$ cat src/rtl/gin_mcast_router.sv
// gin_mcast_router: GIN receive side; multicasts each tagged beat to the PEs
// whose scan-loaded X-ID/Y-ID match the beat's (X, Y) tag.
// Ports:
//   clk, rst (async, active-high)
//   set_XID/XID_scan_in, set_YID/YID_scan_in : ID scan chains
//   in_valid/in_ready/in_data/tag_X/tag_Y    : controller beat input
//   pe_valid[N]/pe_ready[N]/pe_data          : per-PE delivery
//   drop_cnt                                 : saturating count of unmatched beats
// Optional: define GIN_TAG_WILDCARD_EN so an all-ones tag matches every ID.
module gin_mcast_router #(
  parameter int NUMS_PE_ROW = 6,
  parameter int NUMS_PE_COL = 8,
  parameter int XID_BITS    = 4,
  parameter int YID_BITS    = 3,
  parameter int DATA_SIZE   = 32
) (
  input  logic                             clk,
  input  logic                             rst,
  input  logic                             set_XID,
  input  logic [XID_BITS-1:0]              XID_scan_in,
  input  logic                             set_YID,
  input  logic [YID_BITS-1:0]              YID_scan_in,
  input  logic                             in_valid,
  output logic                             in_ready,
  input  logic [DATA_SIZE-1:0]             in_data,
  input  logic [XID_BITS-1:0]              tag_X,
  input  logic [YID_BITS-1:0]              tag_Y,
  output logic [NUMS_PE_ROW*NUMS_PE_COL-1:0] pe_valid,
  input  logic [NUMS_PE_ROW*NUMS_PE_COL-1:0] pe_ready,
  output logic [DATA_SIZE-1:0]             pe_data,
  output logic [15:0]                      drop_cnt
);

  localparam int N = NUMS_PE_ROW * NUMS_PE_COL;

  typedef enum logic {IDLE, BUSY} state_t;

  state_t state, state_nxt;

  logic [XID_BITS-1:0] xid [N];
  logic [YID_BITS-1:0] yid [NUMS_PE_ROW];

  logic [N-1:0] pending, pending_nxt;
  logic [N-1:0] match;
  logic [N-1:0] done;
  logic         accept;

  always_ff @(posedge clk or posedge rst) begin
    if (rst) begin
      for (int k = 0; k < N; k++) xid[k] <= '0;
    end else if (set_XID) begin
      for (int k = 0; k < N-1; k++) xid[k] <= xid[k+1];
      xid[N-1] <= XID_scan_in;
    end
  end

  always_ff @(posedge clk or posedge rst) begin
    if (rst) begin
      for (int r = 0; r < NUMS_PE_ROW; r++) yid[r] <= '0;
    end else if (set_YID) begin
      for (int r = 0; r < NUMS_PE_ROW-1; r++) yid[r] <= yid[r+1];
      yid[NUMS_PE_ROW-1] <= YID_scan_in;
    end
  end

  for (genvar i = 0; i < N; i++) begin : g_match
    localparam int ROW = i / NUMS_PE_COL;
    logic x_hit, y_hit;
`ifdef GIN_TAG_WILDCARD_EN
    assign x_hit = (xid[i] == tag_X) || (&tag_X);
    assign y_hit = (yid[ROW] == tag_Y) || (&tag_Y);
`else
    assign x_hit = (xid[i] == tag_X);
    assign y_hit = (yid[ROW] == tag_Y);
`endif
    assign match[i] = x_hit & y_hit;
  end

  // rst gates in_ready directly so no beat is taken while reset is held.
  assign in_ready = (state == IDLE) && !rst;
  assign accept   = in_valid && in_ready;
  assign pe_valid = {N{state == BUSY}} & pending;
  assign done     = pe_valid & pe_ready;

  always_comb begin
    state_nxt   = state;
    pending_nxt = pending;
    case (state)
      IDLE: begin
        if (accept) begin
          pending_nxt = match;
          if (|match) state_nxt = BUSY;
        end
      end
      BUSY: begin
        pending_nxt = pending & ~done;
        if (pending_nxt == '0) state_nxt = IDLE;
      end
      default: begin
        state_nxt   = IDLE;
        pending_nxt = '0;
      end
    endcase
  end

  always_ff @(posedge clk or posedge rst) begin
    if (rst) begin
      state   <= IDLE;
      pending <= '0;
    end else begin
      state   <= state_nxt;
      pending <= pending_nxt;
    end
  end

  always_ff @(posedge clk or posedge rst) begin
    if (rst) begin
      pe_data <= '0;
    end else if (accept) begin
      pe_data <= in_data;
    end
  end

  always_ff @(posedge clk or posedge rst) begin
    if (rst) begin
      drop_cnt <= '0;
    end else if (accept && (match == '0) && (drop_cnt != 16'hFFFF)) begin
      drop_cnt <= drop_cnt + 16'd1;
    end
  end

endmodule

$ cat config.mk
export PLATFORM = sky130hd
export DESIGN_NAME = gin_mcast_router
export DESIGN_NICKNAME = d
export VERILOG_FILES = /design/src/rtl/gin_mcast_router.sv
export SDC_FILE = /design/constraint.sdc
export NUM_CORES = 1
export LEC_CHECK = 0
export BUFFER_PORTS_ARGS = -buffer_cell sky130_fd_sc_hd__buf_2
export CORE_ASPECT_RATIO = 2
export CORE_MARGIN = 2
export CORE_UTILIZATION = 33
export DETAILED_ROUTE_END_ITERATION = 16
export HOLD_SLACK_MARGIN = 0.06
export SYNTH_ARGS = -nofsm -noshare
export SYNTH_HDL_FRONTEND = slang
export SYNTH_SLANG_ARGS = --single-unit
$ cat constraint.sdc
create_clock -name clk -period 9.3 [get_ports clk]
set_input_delay 1.395 -clock clk [delete_from_list [all_inputs] [get_ports clk]]
set_output_delay 1.395 -clock clk [all_outputs]
set_load 0.1 [all_outputs]
==> out/results.md <==
- false — unrepaired setup endpoints after global routing
- 0 — yosys warns
- buf_2 > buf_4 > xnor2_1 > nand4_1 > nand4_1 > o21ai_0 > nand2_1 > nor2_4 > nand4_1 > mux2_1 — sequence of cells on the critical path
- register — type of element capturing the critical path
- 0.8571 — Routability Congestion
- 0.1820 — mux cell area share after synthesis
- 5 — number of iterations in the first detailed-routing pass
- dfrtp_1 — Synth Flop Type
- 0.1295 — share of the synthesized netlist area taken by xor and xnor gates
- 0 — number of antenna repair diodes
- 1355 — Syn Nets
- 0 — count of pins over their slew limit
- 0.3829 — final cell utilization of the core
- 15.08% — area growth from synthesis to layout
- 0.05086 — Synth Area in Compound Gates
- 0.3556 — fraction of final layout cells sized beyond drive strength 1
- 0.5069 — proportion of synthesized chip area in sequential cells
- 111 — number of cell rows
- 48 — critical path fanouts, max
- dfrtp_1 — commonest non-fill, non-tap cell in the layout
- nand4_1 — cell type with the highest occurrence count on the critical path
- 30 — Inserted Clock Buffers
- multiplexers — main combinational cell family by area after synthesis
- 1255 — gate count after technology mapping
- 38.22 mm — Total Wirelength
- 0 — grt total ovfl
- 196 — total I/O pin count
- 3 — clock tree buffer depth
- 0.59 ns — clock latency at the later pin of the worst-skew pair
- 10 — cell count along the critical path
- 10080 — number of global-route vias before repair
- 41 — number of distinct library cells after synthesis
- 0.0008256 — adder and majority gate portion of the synthesized area
- drop_cnt[12] — Worst Setup EP
- 0 — Detail Route Antenna Nets
- 7.564 nW — Leakage Power
- 4.977 — detail-routed via count per cell
- clkbuf_16 — Root Driver
- 0.4183 — Final Cycle Share
- 307.1 um — Die Y-Extent
- input port — type of origin of the critical path
- 268.0 mW/mm^2 — total power per unit cell area
- 0.09354 — Simple-Gate Fraction of Synth Area
- 0 — number of DRC violations after detailed routing
- 59.37 mm — first-pass GRT wire length
- tag_X[2] — start point of the critical path
- 6.18 ns — worst-case register-to-register setup slack
- buf_4 — cell type of the slowest stage on the worst timing path
- 102 — maximum number of pins on one net before global-route repair
- 0.06 ns — clock transition at the register clock pins on the worst setup and hold paths after CTS
- 0 — cells resized by post-CTS repair
- pending[0] — worst r2r dst
- 9963 — count of vias placed by the detailed router
- 451 — Starting DRT DRC Count
- 12.08 um^2 — average instance area after synthesis
- 0 — initial antenna violation count
- 2 — count of buffer and inverter cells on the critical path
- 0 — final setup violation count
- 8 — depth of the most critical reg-to-reg path
- 0.04776 mm^2 — area enclosed by the die boundary
- 0.3327 — effective utilization at floorplan
- state — origin of the critical flop-to-flop path
- 0.01515 mm^2 — synthesized cell area
- 257.1 MHz — f_max
- 3.890 ns — time the worst path needs with I/O delays and setup
- 0.02460 ns — final setup skew
- 19.09 um — post-detailed-route wirelength per cell
- 0.0001737 V — worst vdd rail ir drop
- in -> reg — worst setup path class
- 307 — sinks on the clock net
- 0 — Final Hold Violating Endpoints
- 0 — number of setup buffers added after CTS
- finished, final reports clean — result of the run
- 0 — Post-synth EDFFs
- 1.000 — Synth async-reset ratio
- 9.75 ns — critical path required time
- 0.66 ns — delay of the slowest cell on the worst path
- reg -> reg — path category of the worst min-delay check
- 307 — Yosys reg bits
- 1518 — net count reported at finish
- 0.1575 — global-route total usage across every layer
- dfrtp_1, mux2_2, xnor2_1, buf_2, o21ai_0 — highest-count cells in the layout ignoring fill and taps
- 1.019 ns — measured slew at the worst slew-check pin
- 0 — CTS Hold Buffers Added
- 0.3209 — Slew headroom
- simple AND/OR/NAND/NOR gates — gate family responsible for the most delay along the worst path
- 0 — number of max-cap violations
- 4.34 ns — signal arrival time at the worst endpoint
- 0.04555 mm^2 — Std-Cell Core Area
- 155.5 um — horizontal die dimension
- 1 — CTS HTree Levels
- yes — clock tree from TritonCTS
- 195 — number of I/O port buffers
- 0 ns — Setup Total Neg Slack
- 27.58 mm — HPWL Detailed
[worst min path at each step]
stage	from	end	cells after the start
finish	drop_cnt[10]	drop_cnt[10]	1
global route	pe_data[9]	pe_data[9]	1
CTS	drop_cnt[4]	drop_cnt[4]	1
detailed placement	drop_cnt[4]	drop_cnt[4]	1
global placement	drop_cnt[8]	drop_cnt[8]	1
floorplan	pending[26]	pending[26]	1
[worst register-to-register path, stage by stage, from the launching register on]
cell and delay [ns]:
dfrtp_2 0.39, buf_4 0.36, nor2_1 0.24, and2_2 0.15, buf_4 0.57, nor2_2 0.05
buf_4 0.26, o21ai_0 0.59, o21ai_0 0.32
[per-stage QoR]
| stage | cells | cell area, um^2 | total power [mW] | setup WS (ns) | hold WS (ns) |
|---|---|---|---|---|---|
| after global placement | 1951 | 16420 | 3.436 | 4.821 | 0.4754 |
| after global routing | 2002 | 17440 | 4.923 | 5.322 | 0.5203 |
| after detailed placement | 1951 | 16420 | 3.455 | 4.844 | 0.4874 |
| after CTS | 2002 | 17440 | 4.735 | 5.454 | 0.5003 |
| after floorplan | 1255 | 15160 | 3.120 | 3.820 | 0.4800 |
| final | 2002 | 17440 | 4.674 | 5.410 | 0.4925 |
[logic make-up after synthesis]
logic type,count (synthesis)
DFF,307
and+or+nand+nor,264
muxes,245
xor gates and xnor gates,224
AOI/OAI and AO/OA,132
buffers and inverters,82
adders and majority gates,1
[routing by layer]
metal	vias up	track usage	routed length (um)
met3	71	0.03016	2521
met1	4896	0.2078	16660
li1	4674	-	-
met5	-	0	0
met4	0	0.05569	1348
met2	322	0.2578	17690
[state kept, by name (all words and copies together), names as in the netlist]
name,count
drop_cnt,16
pe_data,32
pending,48
state,1
xid,192
yid,18
[area by class of cell]
cell class / instances / area (um^2)
inverter: 4 / 18.77
multi-input combinational: 866 / 6924
sequential: 307 / 7684
clock inverter: 8 / 140.1
timing repair buffer: 209 / 1087
tap: 565 / 706.9
fill: 4442 / 28110
clock buffer: 43 / 879.6
[synth_stat cells, types with 8 or more instances]
cell type,instances,area (um^2)
nand2_1,55,206.5
and3_1,10,62.56
mux2_2,242,2725
a22oi_1,24,180.2
nand3_1,9,45.04
buf_4,8,60.06
clkbuf_1,45,168.9
nor2_1,56,210.2
dfrtp_1,307,7682
o21ai_0,82,410.4
and2_1,48,300.3
buf_12,8,160.2
xnor2_1,220,1927
nand4_1,67,419.2
[where the power goes]
part           total [mW]  leakage [nW]  switching (mW)  internal [mW]
clock                1.26         0.503           0.521          0.737
combinational        1.51          3.09           0.960          0.551
sequential           1.91          3.97           0.266           1.64
total                4.67          7.56            1.75           2.93
No activity file was read; power rests on OpenSTA's default activity.
